[src/rtl/seq_det_pkg.sv]
// Shared constants for the programmable serial sequence detector.
package seq_det_pkg;

    // Supported pattern lengths
    localparam int unsigned LEN_MIN = 2;
    localparam int unsigned LEN_MAX = 16;

    // Pattern loaded at reset, matching the legacy fixed "101" detector
    localparam logic [2:0] DEF_PAT_101 = 3'b101;

    // Match-mode encoding for cfg_overlap / ovl
    localparam logic MODE_NONOVL = 1'b0;
    localparam logic MODE_OVL    = 1'b1;

endpackage

[src/rtl/seq_detect_prog_if.sv]
// Stream, configuration and status signals of seq_detect_prog.
// master drives the bit stream and configuration; slave is the detector.
interface seq_detect_prog_if #(
    parameter int unsigned LEN   = 3,
    parameter int unsigned CNT_W = 8
);
    logic             x_valid;
    logic             x;
    logic             cfg_load;
    logic [LEN-1:0]   cfg_pattern;
    logic             cfg_overlap;
    logic             z;
    logic             armed;
    logic [CNT_W-1:0] hit_count;

    modport master (
        output x_valid, x, cfg_load, cfg_pattern, cfg_overlap,
        input  z, armed, hit_count
    );

    modport slave (
        input  x_valid, x, cfg_load, cfg_pattern, cfg_overlap,
        output z, armed, hit_count
    );
endinterface

[src/rtl/seq_detect_prog_sat_counter.sv]
// Up-counter that sticks at all-ones instead of wrapping.
module sat_counter #(
    parameter int unsigned W = 8
) (
    input  logic         clk,
    input  logic         rst,
    input  logic         inc,
    output logic [W-1:0] count
);

    // Count increments, holding once every bit is set
    always_ff @(posedge clk or negedge rst) begin
        if (!rst) begin
            count <= '0;
        end else if (inc && (count != '1)) begin
            count <= count + W'(1);
        end
    end

endmodule

[src/rtl/seq_detect_prog.sv]
// Programmable-pattern serial sequence detector with overlapping and
// non-overlapping modes, a Mealy match pulse and a saturating hit count.
module seq_detect_prog
    import seq_det_pkg::*;
#(
    parameter int unsigned    LEN         = 3,
    parameter logic [LEN-1:0] DEFAULT_PAT = DEF_PAT_101,
    parameter int unsigned    CNT_W       = 8
) (
    input logic               clk,
    input logic               rst,
    seq_detect_prog_if.slave  bus
);

    if (LEN < LEN_MIN || LEN > LEN_MAX) begin : g_len_check
        $error("seq_detect_prog: LEN must lie within LEN_MIN..LEN_MAX");
    end

    localparam int unsigned     FILL_W   = $clog2(LEN);
    localparam logic [FILL_W-1:0] FILL_MAX = FILL_W'(LEN - 1);
    localparam logic [FILL_W-1:0] FILL_PRE = FILL_W'(LEN - 2);

    logic [LEN-1:0]    pat;
    logic              ovl;
    logic [LEN-2:0]    hist;
    logic [FILL_W-1:0] fill;
    logic              armed_q;
    logic [LEN-1:0]    win;
    logic              accept;
    logic              hit;

    assign win    = {hist, bus.x};
    // A config load in the same cycle swallows the incoming bit
    assign accept = bus.x_valid && !bus.cfg_load;
    assign hit    = accept && armed_q && (win == pat);

    assign bus.z     = hit;
    assign bus.armed = armed_q;

    // Pattern/mode registers and the history/fill window over accepted bits
    always_ff @(posedge clk or negedge rst) begin
        if (!rst) begin
            pat     <= DEFAULT_PAT;
            ovl     <= MODE_OVL;
            hist    <= '0;
            fill    <= '0;
            armed_q <= 1'b0;
        end else if (bus.cfg_load) begin
            pat     <= bus.cfg_pattern;
            ovl     <= bus.cfg_overlap;
            hist    <= '0;
            fill    <= '0;
            armed_q <= 1'b0;
        end else if (bus.x_valid) begin
            if (hit && (ovl == MODE_NONOVL)) begin
                // Matched bits are consumed; the next match needs LEN fresh bits
                hist    <= '0;
                fill    <= '0;
                armed_q <= 1'b0;
            end else begin
                hist <= win[LEN-2:0];
                if (fill != FILL_MAX) begin
                    fill <= fill + FILL_W'(1);
                end
                // armed mirrors (fill == LEN-1) for the updated fill
                armed_q <= (fill == FILL_MAX) || (fill == FILL_PRE);
            end
        end
    end

    logic [CNT_W-1:0] hit_count;

    sat_counter #(
        .W (CNT_W)
    ) u_hit_cnt (
        .clk   (clk),
        .rst   (rst),
        .inc   (hit),
        .count (hit_count)
    );

    assign bus.hit_count = hit_count;

endmodule

[src/flat_wrapper.sv]
// flat-port wrapper written by rule: the top's interface ports become plain ports
module seq_detect_prog_flat import seq_det_pkg::*;
#(
    parameter int unsigned    LEN         = 3,
    parameter logic [LEN-1:0] DEFAULT_PAT = DEF_PAT_101,
    parameter int unsigned    CNT_W       = 8
)
  (clk, rst, bus_x_valid, bus_x, bus_cfg_load, bus_cfg_pattern, bus_cfg_overlap, bus_z, bus_armed, bus_hit_count);
  seq_detect_prog_if #(.LEN(LEN), .CNT_W(CNT_W)) bus_i ();
  input logic clk;
  input logic rst;
  input wire logic [$bits(bus_i.x_valid)-1:0] bus_x_valid;
  input wire logic [$bits(bus_i.x)-1:0] bus_x;
  input wire logic [$bits(bus_i.cfg_load)-1:0] bus_cfg_load;
  input wire logic [$bits(bus_i.cfg_pattern)-1:0] bus_cfg_pattern;
  input wire logic [$bits(bus_i.cfg_overlap)-1:0] bus_cfg_overlap;
  output wire logic [$bits(bus_i.z)-1:0] bus_z;
  output wire logic [$bits(bus_i.armed)-1:0] bus_armed;
  output wire logic [$bits(bus_i.hit_count)-1:0] bus_hit_count;
  assign bus_i.x_valid = bus_x_valid;
  assign bus_i.x = bus_x;
  assign bus_i.cfg_load = bus_cfg_load;
  assign bus_i.cfg_pattern = bus_cfg_pattern;
  assign bus_i.cfg_overlap = bus_cfg_overlap;
  assign bus_z = bus_i.z;
  assign bus_armed = bus_i.armed;
  assign bus_hit_count = bus_i.hit_count;
  seq_detect_prog #(.LEN(LEN), .DEFAULT_PAT(DEFAULT_PAT), .CNT_W(CNT_W)) u_core (.clk(clk), .rst(rst), .bus(bus_i));
endmodule
[config.mk]
export PLATFORM = sky130hd
export DESIGN_NAME = seq_detect_prog_flat
export DESIGN_NICKNAME = d
export VERILOG_FILES = /design/src/rtl/seq_det_pkg.sv /design/src/rtl/seq_detect_prog_if.sv /design/src/rtl/seq_detect_prog_sat_counter.sv /design/src/rtl/seq_detect_prog.sv /design/src/flat_wrapper.sv
export SDC_FILE = /design/constraint.sdc
export NUM_CORES = 1
export LEC_CHECK = 0
export ABC_AREA = 0
export CAP_MARGIN = 20
export CORE_MARGIN = 2
export CORE_UTILIZATION = 43
export CTS_CLUSTER_SIZE = 12
export DETAILED_ROUTE_END_ITERATION = 8
export PLACE_DENSITY = 0.74
export REMOVE_ABC_BUFFERS = 1
export SYNTH_ARGS = -nofsm -noshare
export SYNTH_HDL_FRONTEND = slang
export SYNTH_SLANG_ARGS = --single-unit
[constraint.sdc]
create_clock -name clk -period 1.7 [get_ports clk]
set_clock_uncertainty 0.1 [all_clocks]
set_input_delay 0.51 -clock clk [delete_from_list [all_inputs] [get_ports clk]]
set_output_delay 0.51 -clock clk [all_outputs]
set_load 0.005 [all_outputs]
==> metrics.txt, run 1 <==
Yosys cell types=23; YS warnings=0; worst setup margin=-0.163 ns; CP Launch Type=flip-flop; I/O Buffers=18; design area=1320 µm²; final setup violation count=5; Slew HR=0.761; number of top-level pins=19; WP data arrival=1.25 ns; worst path buffer plus inverter count=2; crit path capture type=output pin; unrepaired setup endpoints after global routing=yes; die area=between 2000 and 2500 µm²; Tcrit/Tclk final=1.10; CTS root buf=clkbuf_4; vias per cell=5.06; DR iter-0 viols=8; hold slack=0.434 ns; global-route wire length before repair=2750 µm; Worst R2R Start=u_core.pat[2]; commonest non-fill, non-tap cell in the layout=buf_4; Final Max Tran Viols=0; GRT Total Usage=0.174; Worst Hold Class=reg2reg; GPL Wtd Cong=0.760; clk_lat worst skew=about 0.28 ns; VDD IR max=593 µV; Mapped Avg Cell Area=11.2 µm²; vias=693; most frequent cells in the layout=buf_4, dfrtp_1, dlygate4sd2_1; nets@finish=124; Worst-Margin Slew=0.357 ns; crit-path max cell delay=0.56 ns; # hold bufs at CTS=0; failing checks=setup timing; clock-pin slew of the registers on the worst-case setup and hold paths=roughly 0.10 ns; final WL=between 1500 and 2000 µm; largest net degree at the start of global routing=18; Synth Instances=74; Core Rows=15; crit-path cells=xnor2_2 > nand4_4 > inv_2 > buf_2; Final Hold Vio Count=0; initial antenna violation count=0; fin cells=137; pre-CTS WS=-0.770 ns; deepest clock path buffer count=2; DP Cell Count=125; Syn-to-layout area delta=58.5%; chip width=47.9 µm; htree depth=1; fmax=roughly 540 MHz; antenna-violating nets left=0; Vert. Die Dim=~48 µm; critical path class=reg2out; post-synth design cell area=between 800 and 900 µm²; CP max stage cell=dfstp_2; Core Footprint=~1800 µm²; DR pass1 iterations=4; per-cell routed wire length=14.3 µm; sequential area share after synthesis=0.517; Placed Instance Area=1100 µm²; Diodes inserted=0; Max Cap Violations=0; initial core utilization=0.470; leak pwr=about 0.65 nW; minimum clock period=1.86 ns; number of synthesized register bits=17; post-layout util=0.745; CTS Sinks=17; DP HPWL=1160 µm; Num CTS Buffers=3; fraction of layout cells with a size suffix above 1=0.429; GRT overflow=0; CP startpoint=u_core.pat[2]; CTS tree=done; status=finished, violations left; Crit Path Max Fanout=2; CP top delay family=flip-flops; CP required=1.09 ns; Hold Startpoint=u_core.fill[1]; vias in the first global route=635; Remaining DRCs=0; Pwr per Cell Area=635 nW/µm²
sequential cells by signal (all words and copies together) (netlist names):
signal                  flops
u_core.hist                 2
u_core.u_hit_cnt.count      8
u_core.ovl                  1
u_core.fill                 2
u_core.bus.armed            1
u_core.pat                  3
cell usage after synthesis:
master,instances,share of area
nand4_4,1,0.026
xor2_1,7,0.074
nand2b_1,1,0.0075
dfrtp_1,14,0.42
nor2_1,7,0.032
o31ai_1,2,0.018
nor4b_2,1,0.018
o21ai_0,2,0.012
buf_6,1,0.014
nand2_1,9,0.041
a21oi_1,2,0.012
nor3b_1,1,0.0091
dfstp_2,3,0.095
nor3_1,1,0.0060
nand4_1,1,0.0075
mux2_2,5,0.068
nand3_1,3,0.018
nor4_1,3,0.023
inv_1,3,0.014
xnor2_1,3,0.032
o41ai_1,1,0.011
ha_1,2,0.030
and3b_2,1,0.012
what timing repair did:
item	CTS	global route
gates resized for setup	23	22
setup buffers	8	1
setup endpoints to repair	23	10
hold endpoints to repair	0	0
cloned	0	0
pin swaps	4	4
report_power, final:
part           leakage (nW)  switching (W)  internal [W]
Sequential            0.222      0.0000225      0.000437
Combinational         0.409      0.0000706     0.0000889
Clock                0.0150       0.000124     0.0000910
worst paths after layout:
path	cells after the start	end	slack (ns)
min in group asynchronous	2	u_core.hist[0]	0.44
worst min-delay path	2	u_core.fill[1]	0.43
max in group asynchronous	2	u_core.ovl	0.81
worst max register to register	6	u_core.u_hit_cnt.count[7]	-0.09
worst max-delay path	4	bus_z	-0.16
worst min register to register	2	u_core.fill[1]	0.43
area by class of cell:
| cell class | instances | area, µm² |
|---|---|---|
| repair buffers | 35 | 302 |
| flip-flops and latches | 17 | 429 |
| fillers | 133 | 449 |
| well taps | 25 | 31.3 |
| inverters | 3 | 11.3 |
| clock buffers | 4 | 26.3 |
| multi-input cells | 53 | 515 |
cell families (layout without fill, tap and decap cells):
kind of cell	count (synthesis)	count (layout)	share of synthesized area
and+or+nand+nor	29	29	0.199
DFF	17	17	0.517
xor gates and xnor gates	10	10	0.106
AOI/OAI and AO/OA	7	7	0.0528
muxes	5	5	0.0679
buffers and inverters	4	42	0.0271
adders and majority gates	2	2	0.0302
worst min-delay path, cell delays in order, from the launching register on:
cell,delay [ns]
dfrtp_1,0.38
nand2_1,0.07
o31ai_2,0.06
layer usage:
| layer | track usage | share of wire | vias up | routed length, µm |
|---|---|---|---|---|
| li1 | - | - | 334 | - |
| met1 | 0.231 | 0.44 | 339 | 856 |
| met2 | 0.280 | 0.52 | 18 | 1030 |
| met3 | 0.0113 | 0.024 | 2 | 47 |
| met4 | 0.0973 | 0.016 | 0 | 31 |
| met5 | 0 | 0 | - | 0 |
per-stage QoR:
step                power [W]  setup TNS (ns)
CTS                  0.000831          -0.159
finish               0.000835          -0.386
floorplan            0.000525               0
global placement     0.000595           -5.92
global route         0.000876          -0.958
detailed placement   0.000600           -6.28
No activity file was read; power rests on OpenSTA's default activity.
==> inputs of run 2 (changes only) <==
Settings changed: CELL_PAD_IN_SITES_DETAIL_PLACEMENT set to 0, CELL_PAD_IN_SITES_GLOBAL_PLACEMENT set to 2, CORE_UTILIZATION 43 to 27, GPL_TIMING_DRIVEN set to 0, PLACE_DENSITY 0.74 to 0.73.
==> run 2 against run 1 <==
Compared with the run above:
- the run still ends with setup timing left
- die area increased by 54%
- critical endpoint unchanged
- clock power increased by 6%
- largest power group unchanged
- critical path type unchanged
- combinational power decreased by 16%
- cell area decreased by 2.2%
- largest cell class unchanged
==> metrics.txt, run 2 (synthesis results as in run 1) <==
# hold bufs at CTS=0; CTS Sinks=17; Filler Cell Count=approximately 300; initial core utilization=0.279; Max Cap Violations=0; Hold Path Sink=u_core.fill[1]; CP required=1.09 ns; fraction of layout cells with a size suffix above 1=0.407; critical path class=reg2out; GPL Wtd Cong=0.726; number of top-level pins=19; Final Hold Vio Count=0; DP HPWL=~1200 µm; Syn-to-layout area delta=55.1%; crit path capture type=output pin; fin cells=141; Core Rows=20; initial antenna violation count=0; final setup violation count=3; R2R Setup Slk=-0.09 ns; status=finished, violations left; leak pwr=0.606 nW; Hold Startpoint=u_core.fill[1]; vias=691; Diodes inserted=0; GRT Total Usage=0.127; most frequent cells in the layout=dfrtp_1, buf_4, dlygate4sd2_1; DP Cell Count=~120; per-cell routed wire length=around 14 µm; largest net degree at the start of global routing=18; DR iter-0 viols=11; Worst Hold Class=reg2reg; Core Footprint=slightly below 3000 µm²; htree depth=1; failing checks=setup timing; fmax=between 500 and 600 MHz; WP data arrival=1.27 ns; CTS root buf=clkbuf_4; Worst-Margin Slew=0.810 ns; Num CTS Buffers=3; Remaining DRCs=0; vias per cell=4.90; nets@finish=120; crit-path cells=xnor2_2 > nand4_4 > inv_2 > buf_6; antenna-violating nets left=0; VDD IR max=between 400 and 500 µV; biggest regs=u_core.u_hit_cnt.count x8, u_core.pat x3; worst setup margin=-0.184 ns; CTS tree=done; vias in the first global route=734; Crit Path Max Fanout=2; final WL=approximately 2000 µm; chip width=59.4 µm; die area=roughly 3500 µm²; CP max stage cell=dfstp_2; I/O Buffers=18; DR pass1 iterations=4; design area=1290 µm²; Slew HR=0.458; deepest clock path buffer count=2; Hold Path Stages=2; Tcrit/Tclk final=1.11; clock-pin slew of the registers on the worst-case setup and hold paths=0.11 ns; largest register by flop count=u_core.u_hit_cnt.count; worst r2r dst=u_core.u_hit_cnt.count[1]; unrepaired setup endpoints after global routing=yes; GRT overflow=0; Final Max Tran Viols=0; clk_lat worst skew=0.30 ns; reg2reg path depth=6; Vert. Die Dim=approximately 60 µm; Placed Instance Area=1040 µm²; total power=0.000828 W; Pwr per Cell Area=643 nW/µm²; max reg flops=8; CP Launch Type=flip-flop; crit-path max cell delay=0.56 ns; minimum clock period=1.88 ns; Worst R2R Start=u_core.pat[2]; global-route wire length before repair=around 3300 µm; commonest non-fill, non-tap cell in the layout=dfrtp_1
==> run 2: cell types whose count changed in the layout (fill, tap and decap cells not counted), sizes merged <==
| cell | delta |
|---|---|
| clkbuf | -1 |
| buf | -3 |
| dlygate4sd2 | +1 |
| clkinv | +1 |
| clkdlybuf4s15 | -2 |
==> run 2: layer usage <==
metal,up-vias,track usage,part of all wire
met5,-,0,0
met4,0,0.0325,0.0087
met3,2,0.0524,0.062
met2,22,0.207,0.49
met1,338,0.153,0.44
li1,329,-,-
==> run 2: per-stage QoR <==
step                hold WS, ns  setup slack [ns]  utilization  TNS, ns
floorplan                 0.114            0.0583            -        0
global placement          0.384             -1.17        0.349   -10.15
detailed placement        0.394             -1.15        0.349   -10.10
CTS                       0.431            -0.230        0.405   -0.352
global route              0.444            -0.269        0.432   -0.744
finish                    0.429            -0.184        0.432   -0.359
==> run 2: layout make-up <==
class,instances,area (µm²),area share
Clock inverter,1,5.00,0.00389
Clock buffer,3,22.5,0.0175
Tap cell,33,41.3,0.0321
Timing Repair Buffer,31,273,0.212
Inverter,3,11.3,0.00875
Multi-Input combinational cell,53,503,0.391
Sequential cell,17,430,0.335
==> run 2: worst max-delay path by stage <==
stage          cells past startpoint                         to           from  slack (ns)
6_report                           4                      bus_z  u_core.pat[2]       -0.18
2_1_floorplan                      4  u_core.u_hit_cnt.count[1]   bus_cfg_load        0.06
3_3_place_gp                       5                      bus_z   bus_cfg_load       -1.17
4_1_cts                            4                      bus_z  u_core.pat[0]       -0.23
3_5_place_dp                       5                      bus_z   bus_cfg_load       -1.15
5_1_grt                            4                      bus_z  u_core.pat[2]       -0.27
==> run 2: timing repair <==
action | 4_1_cts | 5_1_grt
resized for setup | 34 | 13
setup buffers | 12 | 2
pin swaps | 3 | 9
setup endpoints to repair | 23 | 7
==> run 2: critical path: cells and delay by family (launching register included) <==
family,cells,cell delay [ns]
AND/OR/NAND/NOR,1,0.13
flip-flops,1,0.56
buffers and inverters,2,0.15
XOR/XNOR,1,0.12
==> run 2: where the power goes <==
group | total (W) | internal, W | switching (W)
sequential | 0.000466 | 0.000437 | 0.0000285
combinational | 0.000134 | 0.0000772 | 0.0000570
clock | 0.000228 | 0.0000877 | 0.000140
